--- src/rtl/fp_mul_stream.sv ---
// Streaming IEEE-754 single-precision multiplier: pairs A/B beats into a fixed 4-stage
// round-to-nearest-even pipeline that stalls globally under downstream back-pressure.
module fp_mul_stream #(
    parameter int unsigned DATA_WIDTH = 32,
    parameter int unsigned CNT_WIDTH  = 16
) (
    input  logic                    s00_axi_aclk,
    input  logic                    s00_axi_areset,
    output logic                    s00_axis_tready,
    input  logic [DATA_WIDTH-1:0]   s00_axis_tdata,
    input  logic                    s00_axis_tlast,
    input  logic                    s00_axis_tvalid,
    output logic                    m00_axis_tvalid,
    output logic [DATA_WIDTH-1:0]   m00_axis_tdata,
    output logic [DATA_WIDTH/8-1:0] m00_axis_tstrb,
    output logic                    m00_axis_tlast,
    input  logic                    m00_axis_tready,
    output logic [CNT_WIDTH-1:0]    prod_count
);

    if (DATA_WIDTH != 32) begin : g_bad_width
        $error("fp_mul_stream supports DATA_WIDTH == 32 only");
    end

    logic        stall, in_fire, out_fire;
    logic        phase_q;
    logic [31:0] a_q;
    logic [CNT_WIDTH-1:0] cnt_q;

    // S1: sign, biased exponent sum, raw mantissa product, operand classes
    logic        s1_valid_d, s1_last_d, s1_sign_d, s1_nan_d, s1_inf_d, s1_zero_d;
    logic        s1_valid_q, s1_last_q, s1_sign_q, s1_nan_q, s1_inf_q, s1_zero_q;
    logic [9:0]  s1_exp_d, s1_exp_q;
    logic [47:0] s1_prod_d, s1_prod_q;
    // S2: normalised mantissa with guard and sticky
    logic        s2_g_d, s2_st_d, s2_exp_inc;
    logic        s2_valid_q, s2_last_q, s2_sign_q, s2_nan_q, s2_inf_q, s2_zero_q, s2_g_q, s2_st_q;
    logic [9:0]  s2_exp_d, s2_exp_q;
    logic [22:0] s2_man_d, s2_man_q;
    // S3: rounded mantissa
    logic        s3_valid_q, s3_last_q, s3_sign_q, s3_nan_q, s3_inf_q, s3_zero_q;
    logic        s3_rnd, s3_carry;
    logic [9:0]  s3_exp_d, s3_exp_q;
    logic [22:0] s3_man_d, s3_man_q;
    // S4: output register
    logic        s4_valid_q, s4_last_q;
    logic [31:0] s4_data_d, s4_data_q;

    logic [7:0]  a_exp, b_exp;
    logic [22:0] a_frac, b_frac;
    logic        a_zero, a_inf, a_nan, b_zero, b_inf, b_nan;
    logic        e_ovf, e_flush;

    assign stall           = s4_valid_q & ~m00_axis_tready;
    assign s00_axis_tready = ~stall;
    assign in_fire         = s00_axis_tvalid & s00_axis_tready;
    assign out_fire        = s4_valid_q & m00_axis_tready;

    always_comb begin
        a_exp  = a_q[30:23];
        a_frac = a_q[22:0];
        b_exp  = s00_axis_tdata[30:23];
        b_frac = s00_axis_tdata[22:0];
        // Denormals have a zero exponent and are treated as zero.
        a_zero = (a_exp == 8'h00);
        b_zero = (b_exp == 8'h00);
        a_inf  = (a_exp == 8'hFF) && (a_frac == 23'd0);
        b_inf  = (b_exp == 8'hFF) && (b_frac == 23'd0);
        a_nan  = (a_exp == 8'hFF) && (a_frac != 23'd0);
        b_nan  = (b_exp == 8'hFF) && (b_frac != 23'd0);

        s1_valid_d = in_fire & phase_q;
        s1_last_d  = s00_axis_tlast;
        s1_sign_d  = a_q[31] ^ s00_axis_tdata[31];
        s1_nan_d   = a_nan | b_nan | (a_inf & b_zero) | (b_inf & a_zero);
        s1_inf_d   = a_inf | b_inf;
        s1_zero_d  = a_zero | b_zero;
        s1_exp_d   = {2'b00, a_exp} + {2'b00, b_exp} - 10'd127;
        s1_prod_d  = {24'd0, 1'b1, a_frac} * {24'd0, 1'b1, b_frac};
    end

    always_comb begin
        s2_man_d   = s1_prod_q[45:23];
        s2_g_d     = s1_prod_q[22];
        s2_st_d    = |s1_prod_q[21:0];
        s2_exp_inc = 1'b0;
        if (s1_prod_q[47]) begin
            s2_man_d   = s1_prod_q[46:24];
            s2_g_d     = s1_prod_q[23];
            s2_st_d    = |s1_prod_q[22:0];
            s2_exp_inc = 1'b1;
        end
        s2_exp_d = s1_exp_q + {9'd0, s2_exp_inc};
    end

    always_comb begin
        s3_rnd                 = s2_g_q & (s2_st_q | s2_man_q[0]);
        {s3_carry, s3_man_d}   = {1'b0, s2_man_q} + {23'd0, s3_rnd};
        s3_exp_d               = s2_exp_q + {9'd0, s3_carry};
    end

    // Exponent is a 10-bit two's-complement value; bit 9 marks negative.
    always_comb begin
        e_ovf   = ~s3_exp_q[9] && (s3_exp_q >= 10'd255);
        e_flush = s3_exp_q[9] || (s3_exp_q == 10'd0);
        if (s3_nan_q)       s4_data_d = 32'h7FC00000;
        else if (s3_inf_q)  s4_data_d = {s3_sign_q, 8'hFF, 23'd0};
        else if (s3_zero_q) s4_data_d = {s3_sign_q, 31'd0};
        else if (e_ovf)     s4_data_d = {s3_sign_q, 8'hFF, 23'd0};
        else if (e_flush)   s4_data_d = {s3_sign_q, 31'd0};
        else                s4_data_d = {s3_sign_q, s3_exp_q[7:0], s3_man_q};
    end

    always_ff @(posedge s00_axi_aclk) begin
        if (s00_axi_areset) begin
            phase_q    <= 1'b0;
            a_q        <= '0;
            s1_valid_q <= 1'b0;
            s2_valid_q <= 1'b0;
            s3_valid_q <= 1'b0;
            s4_valid_q <= 1'b0;
            s4_last_q  <= 1'b0;
            s4_data_q  <= '0;
            cnt_q      <= '0;
        end else begin
            if (out_fire) cnt_q <= cnt_q + CNT_WIDTH'(1);
            if (!stall) begin
                if (in_fire) begin
                    phase_q <= ~phase_q;
                    if (!phase_q) a_q <= s00_axis_tdata;
                end
                s1_valid_q <= s1_valid_d;
                s1_last_q  <= s1_last_d;
                s1_sign_q  <= s1_sign_d;
                s1_nan_q   <= s1_nan_d;
                s1_inf_q   <= s1_inf_d;
                s1_zero_q  <= s1_zero_d;
                s1_exp_q   <= s1_exp_d;
                s1_prod_q  <= s1_prod_d;

                s2_valid_q <= s1_valid_q;
                s2_last_q  <= s1_last_q;
                s2_sign_q  <= s1_sign_q;
                s2_nan_q   <= s1_nan_q;
                s2_inf_q   <= s1_inf_q;
                s2_zero_q  <= s1_zero_q;
                s2_exp_q   <= s2_exp_d;
                s2_man_q   <= s2_man_d;
                s2_g_q     <= s2_g_d;
                s2_st_q    <= s2_st_d;

                s3_valid_q <= s2_valid_q;
                s3_last_q  <= s2_last_q;
                s3_sign_q  <= s2_sign_q;
                s3_nan_q   <= s2_nan_q;
                s3_inf_q   <= s2_inf_q;
                s3_zero_q  <= s2_zero_q;
                s3_exp_q   <= s3_exp_d;
                s3_man_q   <= s3_man_d;

                s4_valid_q <= s3_valid_q;
                s4_last_q  <= s3_last_q;
                s4_data_q  <= s4_data_d;
            end
        end
    end

    assign m00_axis_tvalid = s4_valid_q;
    assign m00_axis_tdata  = s4_data_q;
    assign m00_axis_tlast  = s4_last_q & s4_valid_q;
    assign m00_axis_tstrb  = '1;
    assign prod_count      = cnt_q;

endmodule

--- config.mk ---
export PLATFORM = sky130hd
export DESIGN_NAME = fp_mul_stream
export DESIGN_NICKNAME = d
export VERILOG_FILES = /design/src/rtl/fp_mul_stream.sv
export SDC_FILE = /design/constraint.sdc
export NUM_CORES = 2
export LEC_CHECK = 0
export BUFFER_PORTS_ARGS = -buffer_cell sky130_fd_sc_hd__buf_2
export CORE_MARGIN = 4
export CORE_UTILIZATION = 45
export DETAILED_ROUTE_END_ITERATION = 8
export GPL_TIMING_DRIVEN = 0
export PLACE_DENSITY = 0.67
export REMOVE_ABC_BUFFERS = 1
export SYNTH_ARGS = -nofsm -noshare
export SYNTH_HDL_FRONTEND = slang
export SYNTH_SLANG_ARGS = --single-unit
--- constraint.sdc ---
create_clock -name s00_axi_aclk -period 14.6 [get_ports s00_axi_aclk]
set_clock_uncertainty 0.2 [all_clocks]
set_input_delay 2.19 -clock s00_axi_aclk [delete_from_list [all_inputs] [get_ports s00_axi_aclk]]
set_output_delay 2.19 -clock s00_axi_aclk [all_outputs]
set_load 0.02 [all_outputs]
# Yosys cells after proc, flatten, opt, wreduce, memory -nomap -nowiden
# Index checks and enable logic that the tools add are counted.
# word_totals
reg_bits,227
elab_cells,89
out_inout_bits,55
# op_classes
n_mux,9
addsub,6
n_reduce_logical,18
magnitude_cmp,1
mul,1
n_bitwise,20
n_eq_ne,2
# op_table
cell,n
31-bit 2-to-1 mux,4
24-bit by 24-bit multiplier with 48-bit output,1
23-bit zero test,2
23-bit nonzero test,2
32-bit 2-to-1 mux,1
23-bit by 1-bit adder with 24-bit output,1
23-bit 2-to-1 mux,1
23-bit OR reduction,1
22-bit OR reduction,1
10-bit by 1-bit adder with 10-bit output,2
16-bit by 1-bit adder with 16-bit output (second input constant),1
8-bit equality test (second input constant),2
8-bit zero test,2
10-bit by 8-bit >= comparator with 1-bit output (second input constant),1
10-bit zero test,1
9-bit by 7-bit subtractor with 10-bit output (second input constant),1
8-bit by 8-bit adder with 9-bit output,1
1-bit AND,8
1-bit bitwise OR,6
1-bit logical AND,5
1-bit NOT,5
2-bit AND reduction,2
1-bit 2-to-1 mux,3
3-bit AND reduction,1
other kinds (2),2

# Longest topological paths before layout
# logic_depth
ltp_word,7
depth_mapped,26
mapped_depth_nobuf,24

# Worst setup path before layout
# OpenSTA, ideal clock, no wires.
# synth_timing
path_type,input port to flip-flop
startpoint,input port s00_axi_areset
endpoint,"register s1_exp_q[0], enable pin"
t_required_ps,13756
cell_stages,4
arrival_ps,8619
path_slack_ps,5137
cell_sequence,clkbuf_1 -> clkbuf_1 -> buf_1 -> nor2_1
# synth_via
elab_chain_len,2
# synth_rtl
item,line_no,source
from (decl),8,"input logic s00_axi_areset,"
1-bit NOT (no line),-,
2-bit AND reduction (no line),-,
to (signal assigned),138,s1_exp_q <= s1_exp_d;
to (decl),33,"logic [9:0] s1_exp_d, s1_exp_q;"
# Every way passes these cells.
# A chain may end at the register's enable or synchronous reset.

# Worst setup path in the final report
# layout_timing
startpoint,input port s00_axis_tdata[8]
endpoint,register s1_prod_q[43] (data pin)
# layout_via
elab_chain_len,1
# layout_rtl
item,line_no,source
from (decl),10,"input logic [DATA_WIDTH-1:0] s00_axis_tdata,"
24-bit by 24-bit multiplier with 48-bit output,79,"s1_prod_d = {24'd0, 1'b1, a_frac} * {24'd0, 1'b1, b_frac};"
net s1_prod_d[43],34,"logic [47:0] s1_prod_d, s1_prod_q;"
to (signal assigned),139,s1_prod_q <= s1_prod_d;
to (decl),34,
# The timed path passes the listed nets, and every way through them passes these cells.

==> metrics.cfg <==
[sta]
worst_pin_slew_ps = 1410
whs_ps = 217
setup_viol = 0
clock.fmax_ghz = 0.108
drv_slew = 0
finalHoldViolCount = 0
finalWorstSetupSlack_ps = 5370
rsz0062_at_grt = false
relSlewSlack_pct = 5.87
fin_crit_ps = 9230
fin_setup_tns_ps = 0
finalCritPeriodShare_pct = 63.2

[clock_tree]
cts_made_buffers = 23
cts_tree = yes
clkTransAtPathRegs_ps = 60
h-tree-depth = 1
clockBufferDepth = 3
cts-resized-gates = 0
cts_hold_buffers = 0
clock_latency_ps = 510
cts_setup_buffers = 0
cts.sinks = 227
cts_root_buf = clkbuf_16

[yosys]
syn_area_per_cell_um2 = 9.67
synthArstFlopShare_pct = 0
synth_warnings = 0
synth.yosys.seq_area_share_pct = 21.4
synth_cell_types = 72
syn_area_mm2 = 0.0279
yosys_register_bits = 227
synth-edff-count = 141
synthFlopType = edfxtp_1
synthCells = 2882

[cells_and_area]
num-fill-cells = 5546
insertedDiodeCount = 0
layout_common_cells = inv_1 (600), fa_1 (483), nand2_1 (375)
stdcell_count = 3669
drive_above_1_share_pct = 6.41
stdcell_area_mm2 = 0.0297
final_nets = 3585
final_common_cell = inv_1
finish.utilization_pct = 48.8
syn2layout_area_growth_pct = 6.42

[worst_setup_path]
cp-end-kind = flop
cp_data_required_time_ps = 14650
reg2reg_depth = 24
cp.arrival_ps = 9290
r2r-end = s1_prod_q[43]
r2r-start = a_q[8]
worstPathMaxFanout = 18
critPathKind = input port to flop
rrSetupSlack_ps = 6120
startpoint_type = input port

[floorplan]
die-height_um = 257
fp.dieW_um = 257
num_rows = 90
coreArea_mm2 = 0.0608
initial_core_util_pct = 45.8
ioPinCount = 92
die-area_mm2 = 0.0660

[route]
drc = 0
avgRoutedWirePerCell_um = 18.6
first_iter_violations = 1333
drtAntennaViolNets = 0
dr.pass1.iters = 7
via_per_inst = 5.31
num_vias = 19500
routed_wl_um = 68200

[grt]
grt_max_degree = 88
grt_pass1_wl_um = 110000
first_global_vias = 20800
track_usage_pct = 20.8
antenna_found_initial = 0
gr-total-overflow = 0

[pwr]
power_density_mw_per_mm2 = 147
p_total_mw = 4.36
leakage_nw = 14.0
ir_worst_vdd_v = 0.000147

[min_path]
hold_path_class = flop to flop
min-delay-start = s2_zero_q
hold_depth = 0
hold_path_end = s3_zero_q

[placed_design]
post-place-cells = 3627
pre_cts_ws_ps = 4900
gp_congestion = 0.873
port_buffers = 87
postPlaceCellArea_mm2 = 0.0289
dpl.hpwl_um = 50500

[run]
max_cap_violations = 0

[status]
outcome = complete, no violations

==> how the worst max path moves through the flow <==
| stage | to | startpoint | slack (ps) |
|---|---|---|---|
| floorplan | s1_exp_q[0] | m00_axis_tready | 5300 |
| global placement | s1_prod_q[20] | s00_axi_areset | 2710 |
| detailed placement | s1_prod_q[47] | s00_axis_tdata[8] | 4900 |
| CTS | s1_prod_q[47] | s00_axis_tdata[8] | 5440 |
| global route | s1_prod_q[47] | s00_axis_tdata[8] | 5100 |
| finish | s1_prod_q[43] | s00_axis_tdata[8] | 5370 |
==> routing by layer <==
layer,up-vias,GRT usage (%),routed length [µm]
li1,8784,-,-
met1,9776,26.8,27100
met2,740,35.6,32900
met3,165,3.32,5120
met4,0,7.67,3060
met5,-,0,0
==> sequential cells by signal, summed over array words and instances (netlist names), 10 cells and up <==
signal / count
s2_man_q: 23
m00_axis_tdata: 32
s1_prod_q: 48
a_q: 32
prod_count: 16
s1_exp_q: 10
s2_exp_q: 10
s3_exp_q: 10
s3_man_q: 23
==> worst max-delay path: stages <==
cell and delay [ps]:
buf_2 430, clkinv_1 600, nor2_1 280, fa_1 460
fa_1 510, inv_1 50, fa_1 470, inv_1 50
fa_1 490, inv_1 60, fa_1 540, inv_1 50
fa_1 480, inv_1 50, fa_1 470, inv_1 40
ha_1 350, and3_1 220, and3_1 190, a32oi_1 220
nand2_2 180, a41oi_2 410, o21ai_2 170, a31oi_2 200
xnor2_1 90
==> synth_stat cells (19+ instances only) <==
master | count | area share [%]
ha_1 | 195 | 8.8
xnor2_1 | 63 | 2.0
dfxtp_1 | 86 | 6.2
nand2_1 | 375 | 5.0
nor4_1 | 22 | 0.49
edfxtp_1 | 141 | 15
clkbuf_1 | 124 | 1.7
a21o_1 | 30 | 0.81
xor2_1 | 33 | 1.0
nor2_1 | 111 | 1.5
and2_1 | 256 | 5.7
a21oi_1 | 82 | 1.5
mux2_2 | 24 | 0.97
nand4_1 | 19 | 0.43
nand3_1 | 30 | 0.54
fa_1 | 483 | 35
o21ai_0 | 29 | 0.52
inv_1 | 600 | 8.1
a22oi_1 | 22 | 0.59
==> cells by family after synthesis <==
kind of cell    share of synthesized area, %
compound gates                          5.98
simple gates                            15.2
xor+xnor                                3.02
other cells                           0.0135
buf+inv                                 10.0
flops                                   21.4
mux                                    0.969
fa+ha+maj                               43.4
==> power by group <==
group | switching (mW) | internal [mW] | leakage (nW) | total (mW)
registers | 0.101 | 0.927 | 2.08 | 1.03
logic | 1.66 | 1.11 | 11.5 | 2.78
clock network | 0.231 | 0.326 | 0.367 | 0.557
total | 2.00 | 2.37 | 14.0 | 4.36
==> area by class of cell <==
cell class / count / area (µm²) / area share, %
clock buffers: 36 / 688 / 2.32
clock inverters: 6 / 43.8 / 0.148
inverters: 604 / 2270 / 7.64
multi-input cells: 1919 / 19200 / 64.6
flip-flops and latches: 227 / 5960 / 20.1
well taps: 782 / 978 / 3.30
repair buffers: 95 / 576 / 1.94
Note: power is estimated with default switching activity, not from simulation.
